[config.mk]
export PLATFORM = sky130hd
export DESIGN_NAME = xdma_batch_scheduler
export DESIGN_NICKNAME = d
export VERILOG_FILES = /design/src/rtl/mm_pkg.sv /design/src/rtl/desc_fifo.sv /design/src/rtl/xdma_batch_scheduler.sv
export SDC_FILE = /design/constraint.sdc
export NUM_CORES = 1
export LEC_CHECK = 0
export ABC_AREA = 1
export BUFFER_PORTS_ARGS = -buffer_cell sky130_fd_sc_hd__buf_2
export CAP_MARGIN = 40
export CELL_PAD_IN_SITES_DETAIL_PLACEMENT = 2
export CELL_PAD_IN_SITES_GLOBAL_PLACEMENT = 2
export CORE_UTILIZATION = 45
export CTS_CLUSTER_DIAMETER = 120
export DETAILED_ROUTE_END_ITERATION = 10
export PLACE_DENSITY_LB_ADDON = 0.1
export SKIP_LAST_GASP = 1
export SYNTH_ARGS = -nofsm -noshare
export SYNTH_HDL_FRONTEND = slang
export SYNTH_SLANG_ARGS = --single-unit
[constraint.sdc]
create_clock -name i_clk -period 6.7 [get_ports i_clk]
set_input_delay 1.005 -clock i_clk [delete_from_list [all_inputs] [get_ports i_clk]]
set_output_delay 1.005 -clock i_clk [all_outputs]
set_load 0.05 [all_outputs]
[src/rtl/mm_pkg.sv]
// mm_pkg: shared FSM state encoding and bus widths for the batch scheduler.
package mm_pkg;

    typedef enum logic [2:0] {IDLE, LOAD, IRQ, GAP, WAIT_DONE} state_t;

    localparam int DDR_BYTES = 1073741824;
    localparam int ADDR_W    = 32;
    localparam int LEN_W     = 32;

endpackage

[src/rtl/desc_fifo.sv]
// desc_fifo: first-word-fall-through descriptor FIFO; head word visible on o_data while not empty.
//   i_clk, i_rst_n      clock, asynchronous active-low reset
//   i_push, i_data      write strobe and word (caller guarantees room, or a same-cycle pop)
//   i_pop               consume the head word
//   o_data              head word
//   o_full, o_empty     occupancy flags
//   o_level             current occupancy
module desc_fifo #(
    parameter int DEPTH = 8,
    parameter int WIDTH = 64
) (
    input  logic                     i_clk,
    input  logic                     i_rst_n,
    input  logic                     i_push,
    input  logic                     i_pop,
    input  logic [WIDTH-1:0]         i_data,
    output logic [WIDTH-1:0]         o_data,
    output logic                     o_full,
    output logic                     o_empty,
    output logic [$clog2(DEPTH):0]   o_level
);
    localparam int AW = $clog2(DEPTH);
    localparam int LW = AW + 1;

    logic [WIDTH-1:0] mem [DEPTH];
    logic [AW-1:0]    wr_ptr, rd_ptr;
    logic [LW-1:0]    count;

    always_ff @(posedge i_clk) begin
        if (i_push) mem[wr_ptr] <= i_data;
    end

    always_ff @(posedge i_clk or negedge i_rst_n) begin
        if (!i_rst_n) begin
            wr_ptr <= '0;
            rd_ptr <= '0;
            count  <= '0;
        end else begin
            wr_ptr <= wr_ptr + AW'(i_push);
            rd_ptr <= rd_ptr + AW'(i_pop);
            count  <= count + LW'(i_push) - LW'(i_pop);
        end
    end

    assign o_data  = mem[rd_ptr];
    assign o_full  = count == LW'(DEPTH);
    assign o_empty = count == '0;
    assign o_level = count;

endmodule

[src/rtl/xdma_batch_scheduler.sv]
// xdma_batch_scheduler: queues DDR batch descriptors, hands them one at a time to the BAR
// register file, raises/retries the host interrupt and tracks outstanding bytes.
//   i_clk, i_rst_n                         clock, asynchronous active-low reset
//   i_desc_addr/len/valid                  descriptor strobe from the allocator (cannot stall)
//   o_desc_drop, i_clr_err                 sticky overflow flag and its clear
//   o_bar_w_addr/len/valid                 1-cycle descriptor load into the BAR file
//   o_interrupt_req, i_interrupt_ack       level interrupt handshake with the XDMA core
//   i_host_done                            host finished reading the current batch
//   o_alloc_stall                          outstanding bytes at or above HIGH_WM
//   o_err_timeout                          pulse when a batch is abandoned after MAX_RETRY
//   o_fifo_level, o_outstanding_bytes      status
module xdma_batch_scheduler
    import mm_pkg::*;
#(
    parameter int DEPTH       = 8,
    parameter int HIGH_WM     = 1073737728,
    parameter int IRQ_TIMEOUT = 10000000,
    parameter int MAX_RETRY   = 3
) (
    input  logic                   i_clk,
    input  logic                   i_rst_n,
    input  logic [ADDR_W-1:0]      i_desc_addr,
    input  logic [LEN_W-1:0]       i_desc_len,
    input  logic                   i_desc_valid,
    output logic                   o_desc_drop,
    output logic [ADDR_W-1:0]      o_bar_w_addr,
    output logic [LEN_W-1:0]       o_bar_w_len,
    output logic                   o_bar_w_valid,
    output logic                   o_interrupt_req,
    input  logic                   i_interrupt_ack,
    input  logic                   i_host_done,
    input  logic                   i_clr_err,
    output logic                   o_alloc_stall,
    output logic                   o_err_timeout,
    output logic [$clog2(DEPTH):0] o_fifo_level,
    output logic [31:0]            o_outstanding_bytes
);
    state_t state, state_n;
    logic [ADDR_W+LEN_W-1:0] head;
    logic [ADDR_W-1:0] cur_addr;
    logic [LEN_W-1:0] cur_len;
    logic [31:0] timer, outstanding;
    logic [7:0] retry;
    logic full, empty, pop, push, rel, abandon, timeout, offered;

    assign offered = i_desc_valid && i_desc_len != '0;
    // A pop in the same cycle frees the slot, so a full FIFO still accepts.
    assign push    = offered && (!full || pop);
    assign timeout = timer == 32'(IRQ_TIMEOUT - 1);

    desc_fifo #(.DEPTH(DEPTH), .WIDTH(ADDR_W + LEN_W)) u_fifo (
        .i_clk   (i_clk),
        .i_rst_n (i_rst_n),
        .i_push  (push),
        .i_pop   (pop),
        .i_data  ({i_desc_addr, i_desc_len}),
        .o_data  (head),
        .o_full  (full),
        .o_empty (empty),
        .o_level (o_fifo_level)
    );

    always_ff @(posedge i_clk or negedge i_rst_n) begin
        if (!i_rst_n) state <= IDLE;
        else          state <= state_n;
    end

    // Host done outranks ack, and ack outranks the timeout.
    always_comb begin
        state_n = state;
        pop     = 1'b0;
        rel     = 1'b0;
        abandon = 1'b0;
        case (state)
            IDLE:      if (!empty) begin pop = 1'b1; state_n = LOAD; end
            LOAD:      state_n = IRQ;
            IRQ:       if (i_host_done) begin rel = 1'b1; state_n = IDLE; end
                       else if (i_interrupt_ack) state_n = WAIT_DONE;
                       else if (timeout && retry < 8'(MAX_RETRY)) state_n = GAP;
                       else if (timeout) begin abandon = 1'b1; rel = 1'b1; state_n = IDLE; end
            GAP:       state_n = IRQ;
            WAIT_DONE: if (i_host_done) begin rel = 1'b1; state_n = IDLE; end
            default:   state_n = IDLE;
        endcase
    end

    always_ff @(posedge i_clk or negedge i_rst_n) begin
        if (!i_rst_n) begin
            timer         <= '0;
            retry         <= '0;
            cur_addr      <= '0;
            cur_len       <= '0;
            outstanding   <= '0;
            o_alloc_stall <= 1'b0;
            o_desc_drop   <= 1'b0;
            o_err_timeout <= 1'b0;
        end else begin
            timer         <= (state == IRQ && state_n == IRQ) ? timer + 32'd1 : '0;
            retry         <= rel ? '0 : (state == IRQ && state_n == GAP) ? retry + 8'd1 : retry;
            if (pop) {cur_addr, cur_len} <= head;
            outstanding   <= outstanding + (push ? i_desc_len : '0) - (rel ? cur_len : '0);
            o_alloc_stall <= outstanding >= 32'(HIGH_WM);
            o_desc_drop   <= (offered && full && !pop) || (o_desc_drop && !i_clr_err);
            o_err_timeout <= abandon;
        end
    end

    assign o_bar_w_valid       = state == LOAD;
    assign o_bar_w_addr        = o_bar_w_valid ? cur_addr : '0;
    assign o_bar_w_len         = o_bar_w_valid ? cur_len : '0;
    assign o_interrupt_req     = state == IRQ;
    assign o_outstanding_bytes = outstanding;

endmodule
==> flow_metrics.py <==
metrics = {
    "die": {
        "die_w_um": 259.0,
        "coreArea_um2": 64810,
        "row_count": 93,
        "start_util": 0.4587,
        "io_pins": 175,
        "dieArea_um2": 67090,
        "die_h_um": 259.0,
    },
    "global_route": {
        "grt_pass1_wl_mm": 149.1,
        "grtUsageTotal": 0.2996,
        "antenna_found_initial": 10,
        "grt_max_degree": 175,
        "overflow": 0,
        "grt_pass1_vias": 23340,
    },
    "route": {
        "avgRoutedWirePerCell_um": 27.10,
        "drtPass1Iterations": 5,
        "drt_first_iter_violations": 1302,
        "drcViolationCount": 0,
        "routed_wl_mm": 99.17,
        "drtAntennaViolNets": 0,
        "num_vias": 20720,
        "viasPerCell": 5.662,
    },
    "clock_network": {
        "numCtsBuffers": 74,
        "insertion_delay_ns": 0.63,
        "post_cts_resized": 0,
        "clk_pin_slew_ns": 0.06,
        "ctsHoldBuffers": 0,
        "post-cts-setup-buffers": 0,
        "clock_sinks": 664,
        "cts_tree": "done",
        "cts_buffer_depth": 3,
        "htreeDepth": 3,
        "clockRootBuffer": "clkbuf_16",
    },
    "cells_and_area": {
        "final_common_cell": "edfxtp_1",
        "final_cell_mix": "512 x edfxtp_1, 372 x inv_1, 255 x o21ai_0",
        "fin_area_um2": 34270,
        "fin_nets": 2884,
        "area_delta_synth_final_pct": 15.28,
        "finish.utilization": 0.5288,
        "drive_above_1_share": 0.1308,
    },
    "critical_path": {
        "critPathRequiredTime_ns": 7.23,
        "critPathMaxFanout": 18,
        "reg2reg_from": "u_fifo.o_level[2]",
        "r2r-end": "o_outstanding_bytes[29]",
        "end_kind": "register",
        "reg2regPathDepth": 19,
        "crit_path_start_kind": "register",
        "critPathArrivalTime_ns": 6.02,
        "endpoint": "o_outstanding_bytes[29]",
        "crit_type": "register to register",
        "startpoint": "u_fifo.o_level[2]",
        "reg2reg_slack_ns": 1.21,
    },
    "synth": {
        "synth_area_um2": 29730,
        "synth-seq-cells": 664,
        "avgSynthCellArea_um2": 11.60,
        "synthCells": 2562,
        "synthesis.nets": 2708,
        "synth.distinct_cells": 45,
        "synth_warnings": 0,
        "yosys.area.top_type": "edfxtp_1",
        "synth_top_cell_area_share": 0.5172,
        "yosysSeqAreaShare": 0.6451,
        "yosys-top-cells-area": "edfxtp_1 52%, dfrtp_1 13%, inv_1 4.7%",
    },
    "sta": {
        "period_needed_ns": 5.491,
        "maxClockFrequency_mhz": 182.1,
        "worst_pin_slew_ns": 1.092,
        "finalClockSkew_ns": 0.02591,
        "max-slew-margin-rel": 0.2719,
        "slew_viol_final": 0,
        "tns_ns": 0,
        "setup_viol": 0,
        "rsz0062_at_grt": "no",
        "finalHoldViolCount": 0,
        "fin_crit_sh": 0.8196,
    },
    "placement": {
        "dpl.hpwl_mm": 62.18,
        "io_buffers": 174,
        "dpl-instance-area_um2": 31730,
        "gp_congestion": 0.8978,
    },
    "outcome": {
        "outcome": "complete, no violations",
    },
    "power": {
        "leakage_nw": 13.68,
        "power_density_nw_per_um2": 537.7,
        "vdd_drop_max_v": 0.0003319,
    },
    "job": {
        "drv_cap": 0,
    },
    "min_path": {
        "hp-class": "primary input to async pin",
    },
}
cell usage after synthesis (all sizes together):
master  count
o22ai      16
dfrtp     152
xor2       32
a21oi     170
o21ai     257
edfxtp    512
fa         32
nand2     182
nor3b       1
nand4      23
xnor2      19
a21boi      4
nand3      87
nand3b      2
nor2      266
nor4        5
mux2i     128
a21o        6
a31oi       1
or2         2
buf        43
o41ai       1
clkbuf     69
nor3       23
o32ai       1
o21a        3
ha         44
o211ai     99
o21bai      4
inv       378
cells by family after synthesis:
family | after synthesis | share of synthesized area
DFF | 664 | 0.6451
and+or+nand+nor | 591 | 0.08594
AOI/OAI and AO/OA | 562 | 0.1055
buffers and inverters | 490 | 0.06528
muxes | 128 | 0.04310
adders and majority gates | 76 | 0.04007
xor gates and xnor gates | 51 | 0.01503
state kept, by name, indices dropped and copies added, names as in the netlist, 3 cells and up:
| name | flops |
|---|---|
| cur_addr | 32 |
| cur_len | 32 |
| o_outstanding_bytes | 32 |
| retry | 8 |
| state | 3 |
| timer | 32 |
| u_fifo.mem | 512 |
| u_fifo.o_level | 4 |
| u_fifo.rd_ptr | 3 |
| u_fifo.wr_ptr | 3 |
worst max-delay path: stages, from the launching register on:
cell	delay [ns]
dfrtp_1	0.35
inv_1	0.08
ha_1	0.21
nand3_1	0.09
nand3_1	0.23
nand3_1	0.41
nand2_1	0.18
inv_1	0.66
buf_4	0.38
nand2_1	0.13
fa_1	0.52
inv_1	0.06
ha_1	0.36
nand2_1	0.09
nor3_1	0.34
nor2_1	0.18
o21ai_0	0.61
nand3_1	0.15
nand2_1	0.17
xor2_1	0.19
where the power goes:
part / internal [W] / switching, W / total [W]
sequential: 0.00535 / 0.000471 / 0.00583
combinational: 0.00235 / 0.00597 / 0.00832
clock: 0.00253 / 0.00175 / 0.00428
total: 0.0102 / 0.00818 / 0.0184
per-layer routing:
layer	wire, um	vias to the layer above	track usage
met3	3818	182	0.04306
li1	-	9215	-
met4	3577	10	0.1233
met5	69	-	0
met1	39710	10830	0.3611
met2	51990	480	0.5359
how the worst min path moves through the flow:
stage	depth (start not counted)	from	slack (ns)	to
final	1	i_rst_n	0.37	retry[3]
after detailed placement	2	retry[6]	0.48	retry[6]
after global routing	1	i_rst_n	0.41	retry[3]
after floorplan	1	timer[0]	0.46	timer[0]
after global placement	2	retry[6]	0.47	retry[6]
after CTS	1	i_rst_n	0.38	retry[5]
per-stage QoR:
step	hold WS (ns)	setup WS, ns	total power, W	instances
finish	0.3743	1.209	0.01843	3659
global route	0.4070	0.9123	0.01934	3656
CTS	0.3811	1.279	0.01850	3653
detailed placement	0.4847	0.9713	0.01403	3517
global placement	0.4732	1.186	0.01334	3507
floorplan	0.4580	1.759	0.01112	2562
cell type report:
type | instances | area, um2
flip-flops and latches | 664 | 19190
fillers | 6213 | 30540
well taps | 855 | 1070
diodes | 6 | 15.01
multi-input cells | 1408 | 8670
inverters | 378 | 1426
repair buffers | 212 | 1378
clock inverters | 34 | 446.7
clock buffers | 102 | 2079
Power figures use the tool's default switching activity.
